==> config.mk <==
export PLATFORM = sky130hd
export DESIGN_NAME = int_div_seq
export DESIGN_NICKNAME = d
export VERILOG_FILES = /design/src/rtl/int_div_seq.sv
export SDC_FILE = /design/constraint.sdc
export NUM_CORES = 1
export LEC_CHECK = 0
export CAP_MARGIN = 20
export CORE_MARGIN = 2
export CORE_UTILIZATION = 60
export CTS_CLUSTER_DIAMETER = 150
export CTS_CLUSTER_SIZE = 12
export DETAILED_ROUTE_END_ITERATION = 8
export GPL_TIMING_DRIVEN = 0
export HOLD_SLACK_MARGIN = 0.02
export PLACE_DENSITY = 0.83
export SYNTH_ARGS = -nofsm -noshare
export SYNTH_HDL_FRONTEND = slang
export SYNTH_SLANG_ARGS = --single-unit
==> constraint.sdc <==
create_clock -name CCLK -period 5.8 [get_ports CCLK]
set_clock_uncertainty 0.2 [all_clocks]
set_input_delay 1.74 -clock CCLK [delete_from_list [all_inputs] [get_ports CCLK]]
set_output_delay 1.74 -clock CCLK [all_outputs]
set_load 0.005 [all_outputs]
==> src/rtl/int_div_seq.sv <==
// int_div_seq: sequential radix-2 restoring integer divider with valid/ready handshake and tag pass-through.
// Define DIV_SIGNED_EN to compile in two's-complement signed division; otherwise all ops are unsigned.
module int_div_seq #(
  parameter int WIDTH = 32,
  parameter int TAG_W = 5
) (
  input  logic             CCLK,
  input  logic             ExIReset_L,
  input  logic             DivAbort,
  input  logic             DivInValid,
  output logic             DivInReady,
  input  logic             DivSigned,
  input  logic [WIDTH-1:0] DivDividend,
  input  logic [WIDTH-1:0] DivDivisor,
  input  logic [TAG_W-1:0] DivTagIn,
  output logic             DivOutValid,
  input  logic             DivOutReady,
  output logic [WIDTH-1:0] DivQuotient,
  output logic [WIDTH-1:0] DivRemainder,
  output logic [TAG_W-1:0] DivTagOut,
  output logic             DivError,
  output logic             DivBusy
);

  localparam int CNT_W = $clog2(WIDTH);

  typedef enum logic [2:0] {IDLE, PRE, ITER, POST, DONE} state_t;

  state_t           state_q, state_d;
  logic [CNT_W-1:0] cnt_q, cnt_d;
  logic [WIDTH-1:0] op_a_q, op_a_d;
  logic [WIDTH-1:0] op_b_q, op_b_d;
  logic [WIDTH-1:0] quo_acc_q, quo_acc_d;
  logic [WIDTH-1:0] rem_acc_q, rem_acc_d;
  logic             err_acc_q, err_acc_d;
  logic [TAG_W-1:0] tag_q, tag_d;
  logic             out_valid_q, out_valid_d;
  logic [WIDTH-1:0] out_quo_q, out_quo_d;
  logic [WIDTH-1:0] out_rem_q, out_rem_d;
  logic [TAG_W-1:0] out_tag_q, out_tag_d;
  logic             out_err_q, out_err_d;

  logic [WIDTH:0]   shifted;
  logic [WIDTH:0]   diff;
  logic             fits;

`ifdef DIV_SIGNED_EN
  localparam logic [WIDTH-1:0] MOST_NEG = {1'b1, {(WIDTH-1){1'b0}}};

  logic sgn_q, sgn_d;
  logic qneg_q, qneg_d;
  logic rneg_q, rneg_d;
  logic a_neg, b_neg, ovf;

  function automatic logic [WIDTH-1:0] cond_neg(input logic [WIDTH-1:0] v, input logic neg);
    return neg ? ((~v) + WIDTH'(1)) : v;
  endfunction

  // Only meaningful in PRE, while op_a/op_b still hold the raw operands.
  assign a_neg = sgn_q & op_a_q[WIDTH-1];
  assign b_neg = sgn_q & op_b_q[WIDTH-1];
  assign ovf   = sgn_q && (op_a_q == MOST_NEG) && (op_b_q == '1);
`else
  logic unused_signed;
  assign unused_signed = DivSigned;
`endif

  // One restoring step: shift the next dividend bit into the partial remainder, subtract if it fits.
  assign shifted = {rem_acc_q, quo_acc_q[WIDTH-1]};
  assign diff    = shifted - {1'b0, op_b_q};
  assign fits    = ~diff[WIDTH];

  always_comb begin
    state_d     = state_q;
    cnt_d       = cnt_q;
    op_a_d      = op_a_q;
    op_b_d      = op_b_q;
    quo_acc_d   = quo_acc_q;
    rem_acc_d   = rem_acc_q;
    err_acc_d   = err_acc_q;
    tag_d       = tag_q;
    out_valid_d = out_valid_q;
    out_quo_d   = out_quo_q;
    out_rem_d   = out_rem_q;
    out_tag_d   = out_tag_q;
    out_err_d   = out_err_q;
`ifdef DIV_SIGNED_EN
    sgn_d       = sgn_q;
    qneg_d      = qneg_q;
    rneg_d      = rneg_q;
`endif

    unique case (state_q)
      IDLE: begin
        if (DivInValid) begin
          op_a_d  = DivDividend;
          op_b_d  = DivDivisor;
          tag_d   = DivTagIn;
`ifdef DIV_SIGNED_EN
          sgn_d   = DivSigned;
`endif
          state_d = PRE;
        end
      end

      PRE: begin
        cnt_d     = '0;
        rem_acc_d = '0;
        err_acc_d = 1'b0;
`ifdef DIV_SIGNED_EN
        quo_acc_d = cond_neg(op_a_q, a_neg);
        op_b_d    = cond_neg(op_b_q, b_neg);
        qneg_d    = a_neg ^ b_neg;
        rneg_d    = a_neg;
`else
        quo_acc_d = op_a_q;
`endif
        state_d   = ITER;
        if (op_b_q == '0) begin
          quo_acc_d = '1;
          rem_acc_d = op_a_q;
          err_acc_d = 1'b1;
          state_d   = DONE;
        end
`ifdef DIV_SIGNED_EN
        else if (ovf) begin
          quo_acc_d = MOST_NEG;
          rem_acc_d = '0;
          err_acc_d = 1'b1;
          state_d   = DONE;
        end
`endif
      end

      ITER: begin
        rem_acc_d = fits ? diff[WIDTH-1:0] : shifted[WIDTH-1:0];
        quo_acc_d = {quo_acc_q[WIDTH-2:0], fits};
        cnt_d     = cnt_q + CNT_W'(1);
        if (cnt_q == CNT_W'(WIDTH - 1)) begin
          state_d = POST;
        end
      end

      POST: begin
`ifdef DIV_SIGNED_EN
        quo_acc_d = cond_neg(quo_acc_q, qneg_q);
        rem_acc_d = cond_neg(rem_acc_q, rneg_q);
`endif
        state_d = DONE;
      end

      DONE: begin
        // First DONE cycle registers the result; afterwards hold until the consumer takes it.
        if (!out_valid_q) begin
          out_valid_d = 1'b1;
          out_quo_d   = quo_acc_q;
          out_rem_d   = rem_acc_q;
          out_tag_d   = tag_q;
          out_err_d   = err_acc_q;
        end else if (DivOutReady) begin
          out_valid_d = 1'b0;
          state_d     = IDLE;
        end
      end

      default: begin
        state_d = IDLE;
      end
    endcase

    if (DivAbort) begin
      state_d     = IDLE;
      out_valid_d = 1'b0;
    end
  end

  always_ff @(posedge CCLK or negedge ExIReset_L) begin
    if (!ExIReset_L) begin
      state_q     <= IDLE;
      cnt_q       <= '0;
      op_a_q      <= '0;
      op_b_q      <= '0;
      quo_acc_q   <= '0;
      rem_acc_q   <= '0;
      err_acc_q   <= 1'b0;
      tag_q       <= '0;
      out_valid_q <= 1'b0;
      out_quo_q   <= '0;
      out_rem_q   <= '0;
      out_tag_q   <= '0;
      out_err_q   <= 1'b0;
`ifdef DIV_SIGNED_EN
      sgn_q       <= 1'b0;
      qneg_q      <= 1'b0;
      rneg_q      <= 1'b0;
`endif
    end else begin
      state_q     <= state_d;
      cnt_q       <= cnt_d;
      op_a_q      <= op_a_d;
      op_b_q      <= op_b_d;
      quo_acc_q   <= quo_acc_d;
      rem_acc_q   <= rem_acc_d;
      err_acc_q   <= err_acc_d;
      tag_q       <= tag_d;
      out_valid_q <= out_valid_d;
      out_quo_q   <= out_quo_d;
      out_rem_q   <= out_rem_d;
      out_tag_q   <= out_tag_d;
      out_err_q   <= out_err_d;
`ifdef DIV_SIGNED_EN
      sgn_q       <= sgn_d;
      qneg_q      <= qneg_d;
      rneg_q      <= rneg_d;
`endif
    end
  end

  assign DivInReady   = (state_q == IDLE);
  assign DivBusy      = (state_q != IDLE);
  assign DivOutValid  = out_valid_q;
  assign DivQuotient  = out_quo_q;
  assign DivRemainder = out_rem_q;
  assign DivTagOut    = out_tag_q;
  assign DivError     = out_err_q;

endmodule

# Word-level counts from Yosys, hierarchy flattened
# Cells that the tools add are included.
# word_totals
ff_bits,213
out_inout_bits,73
# op_classes
n_reduce_logical,8
muxes,18
bitwise_logic,2
n_addsub,2
eq_ne,9
# op_table
op,n
32-bit one-hot mux with 2 select lines,2
32-bit two-way mux,3
33-bit by 32-bit subtractor with 33-bit output,1
32-bit zero test,1
3-bit two-way mux,6
3-bit one-hot mux with 5 select lines,1
"3-bit inequality test, second input constant",4
5-bit one-hot mux with 2 select lines,1
"3-bit by 2-bit == test with 1-bit output, second input constant",2
"5-bit by 1-bit adder with 5-bit output, second input constant",1
"5-bit == test, second input constant",1
1-bit two-way mux,5
2-bit AND reduction,2
4-bit AND reduction,1
2-bit nonzero test,2
"3-bit by 1-bit == test with 1-bit output, second input constant",1
"3-bit == test, second input constant",1
3-bit zero test,1
3-bit nonzero test,1
1-bit inverter,2

# Depth between registers and ports, before layout
# Gate-level depths: netlist of run 1.
# depth
ltp_word,4
mapped_depth,13
depth_no_buf,11

# Worst setup path before layout of run 1
# Ideal clock, no wire load.
# synth_path
path_kind,register -> register
startpoint,reg op_b_q[0]
endpoint,reg rem_acc_q[0]
stages_incl_launch_ff,12
t_arrival_ns,2.818
t_required_ns,5.522
synth_period_minus_slack_ns,3.096
n_path_buf,1
slack_ns,2.704
setup_time_ns,0.078
path_cell_list,dfrtp_1 > ha_1 > fa_1 > nand2b_1 > a21o_1 > a32o_1 > o21a_2 > o21bai_4 > xor2_4 > buf_6 > mux2_1 > a21oi_1
# synth_between
elab_chain_len,3
word_cells_on_any_way,5
# synth_lines
element,line_no,source
from (decl),32,"logic [WIDTH-1:0] op_b_q, op_b_d;"
from (signal assigned),201,op_b_q <= op_b_d;
33-bit by 32-bit subtractor with 33-bit output / 32-bit zero test (equally long branches),"70, 119",
32-bit two-way mux (on tied branches),"136, 119",
32-bit one-hot mux with 2 select lines (*),93,unique case (state_q)
to (signal assigned),203,rem_acc_q <= rem_acc_d;
to (decl),34,"logic [WIDTH-1:0] rem_acc_q, rem_acc_d;"
# Every way passes the cells marked *; elsewhere a longest branch is shown, timed or not.
# A chain may end at the register's enable or synchronous reset.

# Worst setup path after layout of run 1
# layout_path
startpoint,reg state_q[1]
endpoint,out DivInReady
# layout_between
elab_chain_len,1
# layout_lines
element,line_no,source
from (decl),29,"state_t state_q, state_d;"
from (signal assigned),198,state_q <= state_d;
3-bit zero test,219,assign DivInReady = (state_q == IDLE);
to (decl),11,"output logic DivInReady,"
# Every way passes these cells.

==> results of run 1 <==
metal layers:
| layer | up-vias | wire length, um | track usage [%] | part of all wire (%) |
|---|---|---|---|---|
| met5 | - | 0 | 0 | 0 |
| met4 | 0 | 1140 | 11.7 | 3.9 |
| li1 | 3974 | - | - | - |
| met2 | 339 | 14300 | 51.0 | 49 |
| met3 | 86 | 1790 | 4.75 | 6.1 |
| met1 | 4319 | 12000 | 40.5 | 41 |
final cells by class:
class                           instances  area share [%]
Buffer                                 65            2.30
Clock buffer                           21            4.02
Clock inverter                          1          0.0382
Inverter                               45            1.29
Multi-Input combinational cell        682            38.0
Sequential cell                       213            40.7
Tap cell                              229            2.19
Timing Repair Buffer                  147            11.4
stage by stage:
stage | hold slack (ps) | std cells | TNS, ps | util, %
floorplan | 244 | 1005 | 0 | -
global placement | 264 | 1380 | -1268530 | 70.4
detailed placement | 272 | 1381 | 0 | 70.6
CTS | 292 | 1403 | 0 | 73.6
global route | 316 | 1403 | 0 | 73.6
finish | 287 | 1403 | 0 | 73.6
worst paths after layout:
| check | to | slack (ps) | cells past startpoint |
|---|---|---|---|
| setup / recovery | DivInReady | 1740 | 4 |
| hold / removal | err_acc_q | 290 | 1 |
| setup reg to reg | rem_acc_q[0] | 2290 | 11 |
| hold reg to reg | err_acc_q | 290 | 1 |
| max in group asynchronous | rem_acc_q[26] | 3300 | 2 |
| min in group asynchronous | op_b_q[8] | 1130 | 1 |
layout by cell type, fill, tap and decap left out, types with 3 or more instances in the layout:
| cell type | instances |
|---|---|
| a211oi_1 | 27 |
| a21o_1 | 8 |
| a21oi_1 | 46 |
| a221o_1 | 4 |
| a221oi_1 | 7 |
| a221oi_2 | 3 |
| a22oi_1 | 31 |
| a311oi_1 | 7 |
| a31oi_1 | 6 |
| and2_1 | 3 |
| and3_1 | 21 |
| buf_2 | 12 |
| buf_6 | 3 |
| clkbuf_1 | 44 |
| clkbuf_16 | 21 |
| clkdlybuf4s50_1 | 145 |
| dfrtp_1 | 213 |
| ha_1 | 34 |
| inv_1 | 45 |
| mux2_2 | 109 |
| mux2i_1 | 14 |
| nand2_1 | 86 |
| nand2b_1 | 6 |
| nand3_1 | 16 |
| nand4_1 | 8 |
| nor2_1 | 34 |
| nor2b_1 | 3 |
| nor3_1 | 23 |
| nor4_1 | 12 |
| o211a_1 | 3 |
| o211ai_1 | 3 |
| o21a_1 | 5 |
| o21ai_0 | 86 |
| o31ai_1 | 7 |
| or3_1 | 4 |
| or3b_2 | 3 |
| xnor2_1 | 13 |
| xor2_1 | 13 |
sequential cells by signal, indices dropped and copies added (netlist names):
register / count
state_q: 3
op_b_q: 32
err_acc_q: 1
DivQuotient: 32
op_a_q: 32
rem_acc_q: 32
DivError: 1
cnt_q: 5
DivOutValid: 1
tag_q: 5
quo_acc_q: 32
DivTagOut: 5
DivRemainder: 32
power groups by stage:
| stage | clock network (mW) | logic [mW] | registers [mW] |
|---|---|---|---|
| after floorplan | 0 | 2.16 | 2.29 |
| after global placement | 0 | 3.13 | 2.42 |
| after detailed placement | 0 | 3.19 | 2.44 |
| after CTS | 1.18 | 3.22 | 2.43 |
| after global routing | 1.24 | 3.53 | 2.49 |
| final | 1.17 | 3.24 | 2.43 |
worst reg2reg max path: stages, from the launching register on:
cell	delay, ps
dfrtp_1	430
ha_1	250
fa_1	410
nand2b_1	190
a21o_1	210
a32o_1	300
o21a_2	300
o21bai_4	220
xor2_4	240
buf_6	220
mux2_1	340
a21oi_1	140
cells by family after synthesis:
family                     share of synthesized area (%)
AOI/OAI and AO/OA                                   16.6
xor gates and xnor gates                            2.37
adders and majority gates                           4.13
buffers and inverters                               4.37
DFF                                                 49.5
muxes                                               12.8
and+or+nand+nor                                     10.3
==> flow_summary.yaml, run 1 <==
clock_network:
  cts_hold_repair.buffers: 0
  cts-htree-levels: 1
  cts_made_buffers: 21
  post_cts.resized_instances: 0
  path_clk_slew_ps: 60
  clock_sinks: 213
  cts_root_buf: "clkbuf_16"
  postCtsSetupBuffers: 0
  cts_buffer_depth: 3
  clock_insertion_delay_worst_skew_ps: 500
  cts_tree: "done"
place:
  dp.final_hpwl_mm: 21.2
  placedInstanceArea_um2: 12600
  placement.io_buffers: 146
  preCtsSetupSlack_ps: 1750
  finalWeightedCongestion: 0.907
sta:
  hold_viol: 0
  fmaxAchievable_ghz: 0.246
  grt_setup_unrepaired: "no"
  setup_ws_final_ps: 1740
  setup-violations-final: 0
  post-route-period-util_pct: 70.0
  timing_worst_slew_pin_value_ps: 991
  final_count_of_pins_violating_max_slew: 0
  post-route-min-period_ps: 4060
  slew-limit-headroom_pct: 33.7
critical_path:
  rr_startpoint: "op_b_q[0]"
  worst_setup_path_start_kind: "flip-flop"
  path_buf_inv: 3
  worstPathCellList: "clkbuf_1 > or3_1 > inv_1 > clkdlybuf4s50_1"
  launch_point_of_the_worst_path: "state_q[1]"
  setup.worst_path.end_class: "primary output"
  critical_path_class: "reg2out"
  worst_ep_required_time_ps: 3860
  worstPathMaxFanout: 9
  path_delay_family: "buffers and inverters"
  critical_path_arrival_ps: 2120
  worst_path_max_delay_cell: "clkdlybuf4s50_1"
  crit_path_max_incr_delay_ps: 500
die:
  boundaryPins: 148
  floorplan.initialDensity_pct: 60.6
  die_x_um: 138
  die_h_um: 138
  core_um2: 17800
  placement_rows: 49
  die_ar_um2: 19000
power:
  netSwitchingFraction_pct: 38.8
  p_total_mw: 6.85
  peakVddDrop_mv: 0.341
  switchingPower_mw: 2.66
  power-per-cell-area_nw_per_um2: 523
  seq_power_share_pct: 35.5
  leakagePower_nw: 5.86
  internal_power_mw: 4.19
  clock_group_share_of_total_power_pct: 17.1
  p_comb_share_pct: 47.3
final_layout:
  final-seq-area_um2: 5330
  multi_input_area_um2: 4980
  final_layout_size_suffix_gt1_share_pct: 14.7
  layout.filler_cells: 1314
  flow.area_growth_from_synthesis_pct: 21.4
  nets: 1285
  final_cell_area_um2: 13100
  antenna_cells: 0
routing:
  detailedRoute.firstPassIterationCount: 5
  routed_wl_mm: 29.2
  vias_per_cell: 6.21
  antenna_left: 0
  drt_iter0_markers: 586
  route.detailed.drc: 0
  avgRoutedWirePerCell_um: 20.8
  num_vias: 8718
synth:
  share_of_async_settable_or_async_resettable_flops_after_synthesis_pct: 100
  postSynthAreaPerCell_um2: 10.7
  synth_area_um2: 10800
  synth.distinct_cells: 70
  synth.largest_area_cell: "dfrtp_1"
  synth_nets: 1115
  seq_area_frac_synth_pct: 49.5
  ys_dominant_reg_cell: "dfrtp_1"
  postSynthRegisterBits: 213
  yosysWarningCount: 0
  count_of_flip_flops_with_a_built_in_enable_after_synthesis: 0
  synthMostInstantiatedCell: "dfrtp_1"
  synthesis.instances: 1005
  top_cells_by_area_synth: "dfrtp_1 49%, mux2_2 11%, o21ai_0 4.0%, ha_1 3.9%, nand2_1 3.0%"
  synth_top_cells_by_count: "213 x dfrtp_1, 109 x mux2_2, 86 x nand2_1, 86 x o21ai_0, 46 x a21oi_1"
  yosys.area.top_type_share_pct: 49.5
grt:
  number_of_antenna_violations_at_the_first_check_in_global_routing: 0
  global_route_congestion_overflow_total: 0
  grt_start_max_net_pins: 116
  groute.usage.overall_pct: 30.5
  grt_pass1_wl_mm: 47.1
  grt_pass1_vias: 8866
hold_path:
  hp-start: "err_acc_q"
  hold_path_class: "reg2reg"
outcome:
  result_of_the_run: "completed"
job:
  cap_viol_max_count: 0
No activity file was read; power rests on OpenSTA's default activity.
==> run 2, diff against run 1 <==
- CORE_UTILIZATION: 60 -> 55
- PLACE_DENSITY: 0.83 -> 0.77
- clock period: 5.8 -> 3.95 ns (I/O delays scaled with it)
==> flow_summary.yaml, run 2 (synthesis results as in run 1) <==
hold_path:
  hold_path_class: "reg2reg"
critical_path:
  critical_path_arrival_ps: 3770
  worst_setup_path_start_kind: "flip-flop"
  worst_path_max_delay_cell: "dfrtp_1"
  crit_path_max_incr_delay_ps: 430
  critical_path_class: "reg2reg"
  path_delay_family: "compound AO/OA/AOI/OAI gates"
  worstPathMaxFanout: 10
  worstPathCellList: "ha_1 > fa_1 > nand2b_1 > a21o_1 > a32o_1 > o21a_2 > o21bai_4 > xor2_4 > buf_6 > mux2_1 > a21oi_1"
  setup.worst_path.end_class: "flip-flop"
  path_buf_inv: 1
  worst_ep_required_time_ps: 4180
clock_network:
  cts_tree: "done"
  clock_sinks: 213
  cts-htree-levels: 1
  cts_made_buffers: 21
  post_cts.resized_instances: 0
  clock_insertion_delay_worst_skew_ps: 510
  cts_root_buf: "clkbuf_16"
  cts_hold_repair.buffers: 0
  cts_buffer_depth: 3
  path_clk_slew_ps: 70
  postCtsSetupBuffers: 0
place:
  dp.final_hpwl_mm: 21.3
  dp.cells: 1417
  finalWeightedCongestion: 0.909
  placement.io_buffers: 146
  placedInstanceArea_um2: 12600
sta:
  post-route-period-util_pct: 89.7
  setup-violations-final: 0
  post-route-min-period_ps: 3540
  final_count_of_pins_violating_max_slew: 0
  totalNegativeSetupSlack_ps: 0
  timing_worst_slew_pin_value_ps: 1020
  fmaxAchievable_ghz: 0.282
  slew-limit-headroom_pct: 31.8
  grt_setup_unrepaired: "no"
  hold_viol: 0
die:
  floorplan.initialDensity_pct: 55.7
  die_h_um: 144
  boundaryPins: 148
  placement_rows: 51
  die_ar_um2: 20700
  core_um2: 19300
  die_x_um: 144
grt:
  met2_resource_use_gr_pct: 47.1
  globalRoute.busiestLayer: "met2"
  global_route_congestion_overflow_total: 0
  grt_pass1_vias: 8555
  grt_use_met3_pct: 5.33
  groute.usage.overall_pct: 28.8
  global_route.usage.met1_pct: 39.0
  number_of_antenna_violations_at_the_first_check_in_global_routing: 0
  grt_pass1_wl_mm: 46.2
  grt_start_max_net_pins: 110
routing:
  routed_wl_mm: 29.2
  avgRoutedWirePerCell_um: 20.3
  vias_per_cell: 5.99
  antenna_left: 0
  num_vias: 8619
  detailedRoute.firstPassIterationCount: 5
  route.detailed.drc: 0
  drt_iter0_markers: 556
final_layout:
  final_cell_area_um2: 13100
  antenna_cells: 0
  final_layout_size_suffix_gt1_share_pct: 14.8
  mostFrequentLayoutCell: "dfrtp_1"
  nets: 1285
  flow.area_growth_from_synthesis_pct: 21.9
  layout.cells.non_filler: 1440
  multi_input_area_um2: 4980
  layout.filler_cells: 1563
  commonest_cells_after_routing_fill_and_taps_aside: "213 x dfrtp_1, 145 x clkdlybuf4s50_1, 109 x mux2_2, 86 x nand2_1, 86 x o21ai_0"
  final-seq-area_um2: 5330
power:
  peakVddDrop_mv: 0.408
  p_total_mw: 10.1
  power-per-cell-area_nw_per_um2: 766
  leakagePower_nw: 5.87
job:
  cap_viol_max_count: 0
outcome:
  result_of_the_run: "completed"
## run 2: power breakdown
group	switching [mW]	internal (mW)
sequential	0.670	2.91
clock	0.798	0.942
combinational	2.45	2.30
## run 2: worst reg2reg max path, stage by stage, from the launching register on
cell and delay (ps):
dfrtp_1 430, ha_1 250, fa_1 410, nand2b_1 190
a21o_1 210, a32o_1 290, o21a_2 290, o21bai_4 240
xor2_4 250, buf_6 220, mux2_1 340, a21oi_1 140
## run 2: path summary, 6_finish.rpt
| check | from | to | slack, ps | cells after the start |
|---|---|---|---|---|
| worst max register to register | op_b_q[0] | rem_acc_q[0] | 410 | 11 |
| worst max-delay path | op_b_q[0] | rem_acc_q[0] | 410 | 11 |
| worst min register to register | err_acc_q | err_acc_q | 290 | 1 |
| worst min-delay path | err_acc_q | err_acc_q | 290 | 1 |
| max in group asynchronous | ExIReset_L | op_a_q[23] | 1970 | 2 |
| min in group asynchronous | ExIReset_L | op_b_q[10] | 540 | 1 |
## run 2: layout make-up
class / instances / area share [%]
plain buffers: 65 / 2.29
clock buffers: 21 / 4.00
clock inverters: 2 / 0.105
inverters: 45 / 1.29
multi-input cells: 682 / 37.9
flip-flops and latches: 213 / 40.6
well taps: 265 / 2.52
repair buffers: 147 / 11.4
## run 2: layer usage
metal / wire length, um / up-vias
met5: 0 / -
met4: 855 / 0
met3: 1750 / 51
met2: 14100 / 269
met1: 12600 / 4313
li1: - / 3986
## run 2: per-stage QoR
| stage | worst slack [ps] | utilization, % | hold WS, ps |
|---|---|---|---|
| 2_1_floorplan | 854 | - | 244 |
| 3_3_place_gp | -7410 | 65.0 | 270 |
| 3_5_place_dp | 426 | 65.2 | 266 |
| 4_1_cts | 441 | 68.0 | 285 |
| 5_1_grt | 305 | 68.0 | 313 |
| 6_report | 408 | 68.0 | 287 |
==> run 3, diff against run 2 <==
- CAP_MARGIN: 20 -> 10
==> results of run 3 <==
Same layout as run 2: the final DEF is identical, and so are final timing and power.
